===== src/rtl/nco_pkg.sv =====
// Shared constants for the NCO phase accumulator family: default widths,
// cfg_sel encodings and the dither LFSR polynomial/seed.
package nco_pkg;

    localparam int unsigned ACC_W_DEF = 26;
    localparam int unsigned OUT_W_DEF = 14;

    localparam logic CFG_FREQ  = 1'b0;
    localparam logic CFG_PHASE = 1'b1;

    // x^16 + x^14 + x^13 + x^11 + 1, taps on state bits 15, 13, 12, 10
    localparam logic [15:0] LFSR_TAPS = 16'hB400;
    localparam logic [15:0] LFSR_SEED = 16'hACE1;

endpackage


===== src/rtl/nco_lfsr.sv =====
// 16-bit Fibonacci LFSR with enable; used as the phase-dither source.
module nco_lfsr
    import nco_pkg::*;
(
    input  logic        clk,
    input  logic        reset,
    input  logic        en,
    output logic [15:0] state
);

    always_ff @(posedge clk) begin
        if (reset) begin
            state <= LFSR_SEED;
        end else if (en) begin
            state <= {state[14:0], ^(state & LFSR_TAPS)};
        end
    end

endmodule


===== src/rtl/nco_phase_mc.sv =====
// Time-multiplexed multi-channel NCO phase accumulator, one channel per clk.
// Optional phase dither enabled by defining PHASE_DITHER_EN.
module nco_phase_mc
    import nco_pkg::*;
#(
    parameter int unsigned ACC_W = ACC_W_DEF,
    parameter int unsigned OUT_W = OUT_W_DEF,
    parameter int unsigned NCH   = 4,
    parameter int unsigned CH_W  = $clog2(NCH)
) (
    input  logic             clk,
    input  logic             reset,
    input  logic             cfg_we,
    input  logic             cfg_sel,
    input  logic [CH_W-1:0]  cfg_ch,
    input  logic [ACC_W-1:0] cfg_data,
    output logic             cfg_ready,
    input  logic             commit,
    output logic             commit_done,
    output logic             ph_valid,
    output logic [CH_W-1:0]  ph_ch,
    output logic [OUT_W-1:0] ph_out,
    output logic             ph_wrap
);

    logic [CH_W-1:0]  ch_idx_q;
    logic [ACC_W-1:0] acc_q      [NCH];
    logic [ACC_W-1:0] freq_sh_q  [NCH];
    logic [ACC_W-1:0] ph_sh_q    [NCH];
    logic [ACC_W-1:0] freq_act_q [NCH];
    logic [ACC_W-1:0] ph_act_q   [NCH];
    logic             pending_q;

    logic             last_slot;
    logic             transfer;
    logic             cfg_wr;
    logic [ACC_W:0]   acc_sum;
    logic [ACC_W-1:0] ph_sum;
    logic             unused_ph_lsbs;

    assign last_slot = (ch_idx_q == CH_W'(NCH - 1));
    assign transfer  = pending_q & last_slot;
    assign cfg_ready = ~pending_q;
    assign cfg_wr    = cfg_we & ~pending_q;

    // Single shared adder: the slot's channel is the only one touched this cycle.
    assign acc_sum = {1'b0, acc_q[ch_idx_q]} + {1'b0, freq_act_q[ch_idx_q]};

`ifdef PHASE_DITHER_EN
    localparam int unsigned DITH_W = ((ACC_W - OUT_W) < 16) ? (ACC_W - OUT_W) : 16;

    logic [15:0] lfsr;
    logic        unused_lfsr;

    nco_lfsr u_lfsr (
        .clk   (clk),
        .reset (reset),
        .en    (1'b1),
        .state (lfsr)
    );

    assign ph_sum      = acc_q[ch_idx_q] + ph_act_q[ch_idx_q] + ACC_W'(lfsr[DITH_W-1:0]);
    assign unused_lfsr = ^lfsr;
`else
    assign ph_sum = acc_q[ch_idx_q] + ph_act_q[ch_idx_q];
`endif

    assign unused_ph_lsbs = ^ph_sum[ACC_W-OUT_W-1:0];

    always_ff @(posedge clk) begin
        if (reset) begin
            ch_idx_q    <= '0;
            pending_q   <= 1'b0;
            commit_done <= 1'b0;
            ph_valid    <= 1'b0;
            ph_ch       <= '0;
            ph_out      <= '0;
            ph_wrap     <= 1'b0;
            for (int i = 0; i < NCH; i++) begin
                acc_q[i]      <= '0;
                freq_sh_q[i]  <= '0;
                ph_sh_q[i]    <= '0;
                freq_act_q[i] <= '0;
                ph_act_q[i]   <= '0;
            end
        end else begin
            ch_idx_q        <= ch_idx_q + CH_W'(1);
            acc_q[ch_idx_q] <= acc_sum[ACC_W-1:0];
            ph_valid        <= 1'b1;
            ph_ch           <= ch_idx_q;
            ph_out          <= ph_sum[ACC_W-1 -: OUT_W];
            ph_wrap         <= acc_sum[ACC_W];
            commit_done     <= transfer;

            if (cfg_wr) begin
                if (cfg_sel == CFG_FREQ) begin
                    freq_sh_q[cfg_ch] <= cfg_data;
                end else begin
                    ph_sh_q[cfg_ch] <= cfg_data;
                end
            end

            // Slot NCH-1 above still reads the old active values on this edge.
            if (transfer) begin
                pending_q  <= 1'b0;
                freq_act_q <= freq_sh_q;
                ph_act_q   <= ph_sh_q;
            end else if (commit) begin
                pending_q <= 1'b1;
            end
        end
    end

endmodule


===== config.mk =====
export PLATFORM = sky130hd
export DESIGN_NAME = nco_phase_mc
export DESIGN_NICKNAME = d
export VERILOG_FILES = /design/src/rtl/nco_pkg.sv /design/src/rtl/nco_lfsr.sv /design/src/rtl/nco_phase_mc.sv
export SDC_FILE = /design/constraint.sdc
export NUM_CORES = 1
export LEC_CHECK = 0
export ABC_AREA = 1
export CAP_MARGIN = 20
export CORE_ASPECT_RATIO = 1.5
export CORE_MARGIN = 5
export CORE_UTILIZATION = 25
export CTS_BUF_LIST = sky130_fd_sc_hd__clkbuf_8
export CTS_CLUSTER_DIAMETER = 200
export DETAILED_ROUTE_END_ITERATION = 8
export GPL_TIMING_DRIVEN = 0
export PLACE_DENSITY_LB_ADDON = 0.2
export SLEW_MARGIN = 25
export SYNTH_ARGS = -nofsm -noshare
export SYNTH_HDL_FRONTEND = slang
export SYNTH_HIERARCHICAL = 1
export SYNTH_SLANG_ARGS = --single-unit

===== constraint.sdc =====
create_clock -name clk -period 10.2 [get_ports clk]
set_input_delay 1.02 -clock clk [delete_from_list [all_inputs] [get_ports clk]]
set_output_delay 1.02 -clock clk [all_outputs]
set_load 0.02 [all_outputs]

==> impl_metrics.json <==
{
  "critPathRequiredTime_ps": 10680,
  "multiInputGateArea_mm2": 0.00972,
  "synth-seq-area-share_pct": 50.9,
  "period_needed_ps": 4730,
  "syn-cell-area_mm2": 0.0233,
  "die_area_mm2": 0.0997,
  "syn_inst": 2963,
  "max_freq_ghz": 0.211,
  "ant_nets": 0,
  "clkSinkCount": 542,
  "post_cts_buffers": 0,
  "grt_max_degree": 20,
  "synth_fa_ha_area_share_pct": 2.82,
  "initial_core_util_pct": 25.1,
  "peakVddDrop_uv": 88.0,
  "grt_first_pass_wirelength_mm": 137,
  "fillers": 10400,
  "netlist.area_leader.share_pct": 37.6,
  "synth_edf_count": 104,
  "post-route-period-util_pct": 46.4,
  "syn2layout_area_growth_pct": 17.0,
  "yosys-top-cells-count": "529 x o21ai_0, 462 x nor2_1, 438 x dfxtp_1",
  "clock_skew_ps": 50.4,
  "num_io_pins": 53,
  "cts_tree": "yes",
  "worstRegToRegCells": 20,
  "yosysTopAreaCell": "dfxtp_1",
  "yosys.area_share.simple_pct": 19.1,
  "die_w_um": 260,
  "slew_viol_final": 0,
  "power_density_mw_per_mm2": 191,
  "slew_headroom_pct": 24.7,
  "holdCritPathClass": "reg -> reg",
  "synth.area.mux_share_pct": 0,
  "clock_latency_ps": 750,
  "async_flop_share_pct": 0,
  "track_usage_pct": 18.5,
  "critPathLaunchType": "flop",
  "synth_most_common_cell": "o21ai_0",
  "stdcell_area_mm2": 0.0273,
  "num_rows": 137,
  "wl_per_cell_um": 21.2,
  "tns_ps": 0,
  "place_hpwl_mm": 74.5,
  "synth_top_family_by_area": "compound AO/OA/AOI/OAI gates",
  "whs_ps": 419,
  "ys_ff_latch": 542,
  "htree_levels": 3,
  "final_core_util_pct": 29.4,
  "cap_viol_max_count": 0,
  "vias": 20400,
  "clk_pin_slew_worst_paths_ps": 70,
  "grt-ovfl-total": 0,
  "cts_buffers": 88,
  "place_congestion": 0.927,
  "seq_area_mm2": 0.0119,
  "synth_nets": 3048,
  "synth.area.top_cells": "dfxtp_1 38%, edfxtp_1 13%, o21ai_0 11%",
  "fin_nets": 3193,
  "finalSetupViolations": 0,
  "route.detailed.drc": 0,
  "yosys_most_used_dff": "dfxtp_1",
  "worstSetupPathType": "reg -> reg",
  "place_area_mm2": 0.0255,
  "min_path_cells": 2,
  "cts_buffer_depth": 3,
  "drt-initial-drc-count": 1007,
  "synth-warning-count": 6,
  "synth_compound_gate_area_share_pct": 19.5,
  "outcome": "completed",
  "power_leakage_nw": 10.5,
  "core_area_mm2": 0.0929,
  "cts-resized-gates": 0,
  "rsz0062_at_grt": "false",
  "worst_ep_arrival_time_ps": 5210,
  "hold_viol": 0,
  "wl_mm": 93.8,
  "drive_gt1_share_pct": 6.75,
  "avgViaCountPerCell": 4.60,
  "cp_max_fo": 10,
  "worst_slew_pin_slew_ps": 1130,
  "synth-xor-area-share_pct": 0.0750,
  "grt_pass1_vias": 21200,
  "hold_buffers": 0,
  "synthDistinctLibCells": 46,
  "postSynthAreaPerCell_um2": 7.88,
  "dr.pass1.iters": 5,
  "antenna_found_initial": 2,
  "io_buffers": 51,
  "die-height_um": 384,
  "ctsRootBufferMaster": "clkbuf_8",
  "end_kind": "flop",
  "fin_total_pwr_mw": 5.21
}
-- critical path, cell delays in order (launching register included) --
cell and delay [ps]:
dfxtp_1 310, buf_4 170, inv_4 80, buf_6 180, buf_2 470, clkbuf_1 730
nor2_1 80, o22ai_1 410, ha_1 360, fa_1 320, nand2_1 70, inv_1 80
o21ai_1 70, nand2_2 140, inv_2 70, o21ai_2 230, inv_2 100, o21ai_1 260
nand2_1 150, nand3b_4 130, nor2_1 50
-- sequential cells by signal, indices dropped and copies added, names as in the netlist --
name         count
acc_q          104
freq_sh_q      104
commit_done      1
ph_ch            2
ch_idx_q         2
pending_q        1
ph_out          14
freq_act_q     104
ph_valid         1
ph_sh_q        104
ph_wrap          1
ph_act_q       104
-- cell usage in the layout (no fill, tap or decap), types with 7 or more instances in the layout --
cell type,Yosys,layout
o22ai_1,80,80
nor3_1,16,16
inv_1,255,285
edfxtp_1,104,104
nand2_2,12,13
dfxtp_1,438,438
ha_1,51,51
nand3_1,239,239
a21oi_1,215,215
buf_1,15,15
buf_2,38,38
nand2_1,281,280
clkbuf_8,0,105
clkinv_2,0,7
nand4_1,7,7
clkdlybuf4s50_1,0,51
clkbuf_1,135,135
a21o_1,8,8
o21ai_0,529,528
nor2_1,462,460
-- worst paths after layout --
check                                     end                  startpoint  slack [ps]
setup / recovery   acc_q[0][14]$_SDFFCE_PN0P_      ch_idx_q[0]$_SDFF_PP0_        5470
hold / removal    freq_act_q[43]$_SDFFE_PP0P_  freq_sh_q[43]$_SDFFE_PP0P_         420
hold reg to reg   freq_act_q[43]$_SDFFE_PP0P_  freq_sh_q[43]$_SDFFE_PP0P_         420
setup reg to reg   acc_q[0][14]$_SDFFCE_PN0P_      ch_idx_q[0]$_SDFF_PP0_        5470
-- routing by layer --
layer	GRT usage [%]	vias up	wire length, µm
li1	-	10300	-
met1	17.7	9485	33000
met2	37.7	401	52900
met5	0	-	15
met3	2.46	183	2690
met4	9.52	2	5260
-- logic make-up after synthesis --
logic type / count (synthesis)
and+or+nand+nor: 1047
xor gates and xnor gates: 2
DFF: 542
adders and majority gates: 52
buffers and inverters: 453
AOI/OAI and AO/OA: 867
-- area by class of cell --
class	instances	area share, %
multi-input combinational	1968	35.6
clock inverter	46	1.19
timing repair buffer	55	2.19
tap	1251	5.73
buffer	191	2.85
inverter	262	3.61
clock buffer	105	5.29
antenna	1	0.00916
sequential	542	43.5
-- report_power, final --
group / switching (mW) / internal, mW
sequential: 0.0268 / 2.29
combinational: 0.662 / 0.265
clock: 0.919 / 1.05
-- per-stage QoR --
step / setup WS [ps] / instances
2_1_floorplan: 6920 / 2963
3_3_place_gp: 4370 / 4265
3_5_place_dp: 5510 / 4269
4_1_cts: 5510 / 4420
5_1_grt: 5330 / 4421
6_report: 5470 / 4421
Power figures use the tool's default switching activity.
